===== config.mk =====
export PLATFORM = sky130hd
export DESIGN_NAME = mc_controller
export DESIGN_NICKNAME = d
export VERILOG_FILES = /design/src/rtl/mc_controller.sv
export SDC_FILE = /design/constraint.sdc
export NUM_CORES = 1
export LEC_CHECK = 0
export ABC_AREA = 0
export CORE_UTILIZATION = 37
export CTS_BUF_LIST = sky130_fd_sc_hd__clkbuf_8 sky130_fd_sc_hd__clkbuf_16
export DETAILED_ROUTE_END_ITERATION = 10
export PLACE_DENSITY = 0.86
export RECOVER_POWER = 25
export SYNTH_ARGS = -nofsm -noshare
export SYNTH_HDL_FRONTEND = slang
export SYNTH_SLANG_ARGS = --single-unit

===== constraint.sdc =====
create_clock -name clk -period 1.5 [get_ports clk]
set_input_delay 0.225 -clock clk [delete_from_list [all_inputs] [get_ports clk]]
set_output_delay 0.225 -clock clk [all_outputs]
set_load 0.05 [all_outputs]

===== src/rtl/mc_controller.sv =====
// mc_controller: multicycle MIPS control FSM with ALU decoder
// and the external memory handshake for fetch, lw and sw.
module mc_controller #(
    parameter bit USE_MEMREADY = 1'b0,
    parameter bit HAS_BNE      = 1'b1
) (
    input  logic       clk,
    input  logic       reset,
    input  logic [5:0] op,
    input  logic [5:0] funct,
    input  logic       zero,
    input  logic       memready,
    output logic       pcen,
    output logic       irwrite,
    output logic       regwrite,
    output logic       memwrite,
    output logic       alusrca,
    output logic       iord,
    output logic       memtoreg,
    output logic       regdst,
    output logic [1:0] alusrcb,
    output logic [1:0] pcsrc,
    output logic [2:0] alucontrol,
    output logic       illegal
);

    typedef enum logic [3:0] {
        FETCH, DECODE, MEMADR, MEMRD, MEMWB, MEMWR, RTYPEEX,
        RTYPEWB, BEQEX, BNEEX, ADDIEX, ADDIWB, JEX
    } state_t;

    localparam logic [5:0] OP_LW   = 6'b100011;
    localparam logic [5:0] OP_SW   = 6'b101011;
    localparam logic [5:0] OP_R    = 6'b000000;
    localparam logic [5:0] OP_BEQ  = 6'b000100;
    localparam logic [5:0] OP_BNE  = 6'b000101;
    localparam logic [5:0] OP_ADDI = 6'b001000;
    localparam logic [5:0] OP_J    = 6'b000010;

    state_t     state;
    state_t     dec_next;
    logic       rdy;
    logic       op_ok;
    logic       fn_ok;
    logic [2:0] fn_ctl;
    logic       pcwrite;
    logic       branch;
    logic       branchne;
    logic       irw;
    logic       rw;
    logic       mw;

    assign rdy = USE_MEMREADY ? memready : 1'b1;

    always_comb begin
        op_ok    = 1'b1;
        dec_next = FETCH;
        case (op)
            OP_LW, OP_SW: dec_next = MEMADR;
            OP_R:         dec_next = RTYPEEX;
            OP_BEQ:       dec_next = BEQEX;
            OP_BNE: begin
                dec_next = HAS_BNE ? BNEEX : FETCH;
                op_ok    = HAS_BNE;
            end
            OP_ADDI:      dec_next = ADDIEX;
            OP_J:         dec_next = JEX;
            default:      op_ok = 1'b0;
        endcase
    end

    always_comb begin
        fn_ok  = 1'b1;
        fn_ctl = 3'b010;
        case (funct)
            6'b100000: fn_ctl = 3'b010;
            6'b100010: fn_ctl = 3'b110;
            6'b100100: fn_ctl = 3'b000;
            6'b100101: fn_ctl = 3'b001;
            6'b101010: fn_ctl = 3'b111;
            default:   fn_ok  = 1'b0;
        endcase
    end

    always_ff @(posedge clk or negedge reset) begin
        if (!reset) begin
            state <= FETCH;
        end else begin
            case (state)
                FETCH:   if (rdy) state <= DECODE;
                DECODE:  state <= op_ok ? dec_next : FETCH;
                MEMADR:  state <= (op == OP_LW) ? MEMRD : MEMWR;
                MEMRD:   if (rdy) state <= MEMWB;
                MEMWB:   state <= FETCH;
                MEMWR:   if (rdy) state <= FETCH;
                RTYPEEX: state <= fn_ok ? RTYPEWB : FETCH;
                ADDIEX:  state <= ADDIWB;
                default: state <= FETCH;
            endcase
        end
    end

    always_comb begin
        pcwrite    = 1'b0;
        branch     = 1'b0;
        branchne   = 1'b0;
        irw        = 1'b0;
        rw         = 1'b0;
        mw         = 1'b0;
        alusrca    = 1'b0;
        iord       = 1'b0;
        memtoreg   = 1'b0;
        regdst     = 1'b0;
        alusrcb    = 2'b00;
        pcsrc      = 2'b00;
        alucontrol = 3'b010;
        illegal    = 1'b0;
        case (state)
            FETCH: begin
                alusrcb = 2'b01;
                irw     = rdy;
                pcwrite = rdy;
            end
            DECODE: begin
                alusrcb = 2'b11;
                illegal = ~op_ok;
            end
            MEMADR, ADDIEX: begin
                alusrca = 1'b1;
                alusrcb = 2'b10;
            end
            MEMRD: iord = 1'b1;
            MEMWB: begin
                memtoreg = 1'b1;
                rw       = 1'b1;
            end
            MEMWR: begin
                iord = 1'b1;
                mw   = 1'b1;
            end
            RTYPEEX: begin
                alusrca    = 1'b1;
                alucontrol = fn_ctl;
                illegal    = ~fn_ok;
            end
            RTYPEWB: begin
                regdst = 1'b1;
                rw     = 1'b1;
            end
            BEQEX, BNEEX: begin
                alusrca    = 1'b1;
                alucontrol = 3'b110;
                pcsrc      = 2'b01;
                branch     = (state == BEQEX);
                branchne   = (state == BNEEX);
            end
            ADDIWB: rw = 1'b1;
            JEX: begin
                pcsrc   = 2'b10;
                pcwrite = 1'b1;
            end
            default: ;
        endcase
    end

    // Write-type strobes are gated by reset so an abort drops them at once.
    assign pcen     = reset & (pcwrite | (branch & zero) | (branchne & ~zero));
    assign irwrite  = reset & irw;
    assign regwrite = reset & rw;
    assign memwrite = reset & mw;

endmodule

==> summary.md, run 1 <==
| Metric | Value |
|---|---|
| Status | `aborted with a tool error` |
| Fail Step | `3_5_place_dp` |
| Log Error | `[ERROR DPL-0033] detailed placement checks failed during check placement.` |
| Detail Placement HPWL | `3.010 mm` |
| Yosys top cell area share | `17.70%` |
| Post-Syn Area | `565.5 µm²` |
| Die Y | `41.10 µm` |
| Post-synthesis average cell area | `6.982 µm²` |
| # rows | `13` |
| Area contributors post-synth | `dfrtp_1 18%, nor2_1 8.0%, a21oi_1 5.3%` |
| Seq/Total Area, Yosys | `17.70%` |
| EDFF count, synth | `0` |
| I/O Pins | `32` |
| Mapped Nets | `slightly below 100` |
| Synth warnings | `0` |
| Post-Synthesis Cells | `81` |
| Yosys top cell by area | `dfrtp_1` |
| Area share of fa/ha/maj cells after synthesis | `0%` |
| Port bufs | `30` |
| Compound-Gate Fraction of Synth Area | `between 20% and 30%` |
| Distinct cells, synth | `37` |
| XOR/XNOR Fraction of Synth Area | `1.549%` |
| Die W | `41.10 µm` |
| Post-Synth Simple-Gate Area | `about half` |
| Post-synthesis mux area share | `1.770%` |
| GPL Wtd Cong | `between 0.9 and 1` |
| Main combinational cell family by area after synthesis | `simple AND/OR/NAND/NOR gates` |
| Initial core utilization | `between 40 and 50%` |
| Main synth FF type | `dfrtp_1` |
| #FFs+latches synth | `4` |
| Async S/R FF share, synth | `100.0%` |
==> synth_stat cells (2+ instances only) <==
| cell type | instances |
|---|---|
| o31ai_1 | 2 |
| nor2b_1 | 2 |
| inv_1 | 2 |
| nand2_1 | 5 |
| and3_1 | 2 |
| dfrtp_1 | 4 |
| nand2b_1 | 4 |
| nor3_1 | 5 |
| nand3_1 | 4 |
| nor4_1 | 2 |
| nor3b_1 | 4 |
| buf_2 | 3 |
| nor2_1 | 12 |
| a21oi_1 | 6 |
| nor4b_1 | 2 |
==> metrics by stage <==
step              setup slack [ns]  area, µm²  hold WS, ns  TNS (ns)  std cells
floorplan                  -0.2113      720.7     -0.07059   -0.7611         81
global placement           -0.5069       1355       0.5188    -1.695        151
==> cells by family after synthesis <==
kind of cell           count (synthesis)
AND/OR/NAND/NOR                       50
flip-flops                             4
buffers and inverters                  6
AO/OA/AOI/OAI                         19
multiplexers                           1
XOR/XNOR                               1
==> run 2: changes to the inputs <==
Settings changed: CORE_AREA from default to 2 2 63 65, CORE_UTILIZATION 37 to default, CTS_BUF_LIST sky130_fd_sc_hd__clkbuf_8 sky130_fd_sc_hd__clkbuf_16 to default, DIE_AREA from default to 0 0 65 67, PLACE_DENSITY 0.86 to default, PLACE_DENSITY_LB_ADDON from default to 0.15.
==> summary.md, run 2 <==
| Metric | Value |
|---|---|
| I/O Pins | `32` |
| Status | `complete, but fails checks` |
| Root Buffer | `clkbuf_8` |
| Reg clk slew, reported paths | `approximately 0.030 ns` |
| Largest net degree at the start of global routing | `7` |
| Die Y | `67 µm` |
| Starting DRT DRC Count | `7` |
| Seq/Total Area, Yosys | `17.70%` |
| Hold Buf Count CTS | `0` |
| Fin. max-slew vios | `0` |
| Reg2Reg Depth | `5` |
| Post-route insts no fill | `200` |
| Crit-path slowest cell | `dfrtp_2` |
| Multi-input logic area | `around 750 µm²` |
| Area contributors post-synth | `dfrtp_1 18%, nor2_1 8.0%, a21oi_1 5.3%` |
| Port bufs | `30` |
| FF-to-FF End | `state[3]` |
| Largest regs | `state: 4 flops` |
| FF-to-FF Start | `state[3]` |
| CP Launch Type | `register` |
| Wire per inst | `~11 µm` |
| Cts bufs inserted | `3` |
| Share of cells above drive strength 1 | `approximately 72%` |
| # fillers | `350` |
| Vias | `891` |
| Post-synthesis average cell area | `6.982 µm²` |
| Initial antenna violation count | `0` |
| Worst-case clock buffer depth | `2` |
| Data arrival, critical path | `1.45 ns` |
| Post-Synthesis Cells | `81` |
| Top reg by flops | `state` |
| Commonest cells after routing, fill and taps aside | `29 x buf_4, 14 x buf_6, 14 x buf_12` |
| WP data required | `roughly 1.3 ns` |
| #FFs+latches synth | `4` |
| Crit path setup slack, layout | `-0.1788 ns` |
| # rows | `22` |
| P_leak | `0.7333 nW` |
| Reg2Reg Setup Slack | `0.12 ns` |
| Drc violations | `0` |
| Die W | `65 µm` |
| RSZ-0062 raised after global routing | `yes` |
| Measured slew at the worst slew-check pin | `0.3406 ns` |
| Area after DPL | `0.001434 mm²` |
| Detail Placement HPWL | `~1.8 mm` |
| Final Cell Area | `between 0.0015 and 0.002 mm²` |
| EDFF count, synth | `0` |
| Final period util | `111.9%` |
| Core Footprint | `0.003606 mm²` |
| Commonest non-fill, non-tap cell in the layout | `buf_4` |
| GPL Wtd Cong | `0.7934` |
| Critical path class | `reg2out` |
| Yosys top cell by area | `dfrtp_1` |
| Max FFs per register | `4` |
| Worst min-delay path category | `in2async` |
| Fmax achieved | `595.7 MHz` |
| Distinct cells, synth | `37` |
| Worst hold margin | `0.3133 ns` |
| Post-Route WL | `between 2 and 2.5 mm` |
| Placed cell count | `189` |
| CTS tree | `built` |
| CP Capture Type | `primary output` |
| Top post-synthesis cells by count | `12 x nor2_1, 6 x a21oi_1, 5 x nand2_1, 5 x nor3_1` |
| Max stage delay on crit path | `0.39 ns` |
| Most instantiated library cell after synthesis | `nor2_1` |
| Clock Sinks | `4` |
| Initial DRT Pass Iterations | `4` |
| P per Cell Area | `910.0 mW/mm²` |
| Area grow syn2layout | `210.6%` |
| Max FO, Critical Path | `5` |
| CP Cell Sequence | `buf_6 > inv_2 > o32ai_2 > nor3b_4 > buf_12` |
| Async S/R FF share, synth | `100.0%` |
| First-pass GRT wire length | `3.933 mm` |
| Final Hold Fails | `0` |
| Violated checks | `negative setup slack` |
| Grt ovf | `0` |
| Initial core utilization | `15.68%` |
| Die area | `0.004355 mm²` |
| Vias in the first global route | `934` |
| Final-stage net count | `169` |
| Antenna diodes | `0` |
| Sum Neg Setup Slack | `-1.144 ns` |
| Skew final | `around 0.0025 ns` |
| Mapped Nets | `97` |
| Worst IR Drop VDD | `635.7 µV` |
| CTS H-Tree Depth | `1` |
| Yosys top cell area share | `between 15 and 20%` |
| Final ANT Viol Nets | `0` |
| Max-Cap Viols | `0` |
| Min cycle time layout | `roughly 1.7 ns` |
| Final setup fails | `12` |
| Synth warnings | `0` |
| DR vias/cell | `4.455` |
| Clock Latency Late Sink | `0.22 ns` |
| Register area | `103.9 µm²` |
| Main synth FF type | `dfrtp_1` |
| Post-Syn Area | `565.5 µm²` |
| Max-slew headroom | `between 70% and 80%` |
| Pwr Total | `0.001599 W` |
| Gr usage total | `11.37%` |
run 2: cell counts after synthesis:
Identical to the previous run, type by type.
run 2: repair_timing:
item,4_1_cts,5_1_grt
buffers inserted,7,1
gates resized for setup,43,33
pin swaps,17,15
setup endpoints to repair,16,18
run 2: layout make-up:
cell class	count	share of cell area (%)
inverters	2	0.4274
repair buffers	71	45.16
clock buffers	4	2.564
well taps	48	3.419
flip-flops and latches	4	5.912
multi-input cells	71	42.52
run 2: worst max-delay path by stage:
stage	from	end	slack (ns)
floorplan	state[0]	regwrite	-0.21
global placement	op[1]	illegal	-0.56
detailed placement	op[1]	illegal	-0.59
CTS	state[3]	regwrite	-0.19
global route	state[3]	pcen	-0.26
finish	state[3]	pcen	-0.18
run 2: logic make-up after synthesis:
group	Yosys count	share of synthesized area, %
compound gates	19	23.46
xor+xnor	1	1.549
buf+inv	6	4.645
flops	4	17.70
mux	1	1.770
simple gates	50	50.89
run 2: routing by layer:
layer  up-vias  share of wire (%)  global-route usage [%]  wire length, µm
li1        448                  -                       -                -
met1       421                 39                   12.84              887
met2        20                 57                   21.52             1297
met3         2                3.8                   1.182               86
met4         0               0.61                   4.787               14
met5         -                  0                       0                0
run 2: stage by stage:
step	util, %	setup WS (ns)
2_1_floorplan	-	-0.2113
3_3_place_gp	39.76	-0.5583
3_5_place_dp	39.76	-0.5886
4_1_cts	45.42	-0.1942
5_1_grt	48.72	-0.2579
6_report	48.72	-0.1788
run 2: worst max-delay path: cells and delay by family (launching register included):
family / cells / cell delay (ns)
AND/OR/NAND/NOR: 1 / 0.25
buffers and inverters: 3 / 0.33
flip-flops: 1 / 0.39
AO/OA/AOI/OAI: 1 / 0.25
run 2: where the power goes:
part	total, W	internal, W	switching, W
sequential	0.000158	0.000130	0.0000275
combinational	0.00120	0.000611	0.000584
clock	0.000245	0.000182	0.0000633
Power figures use the tool's default switching activity.
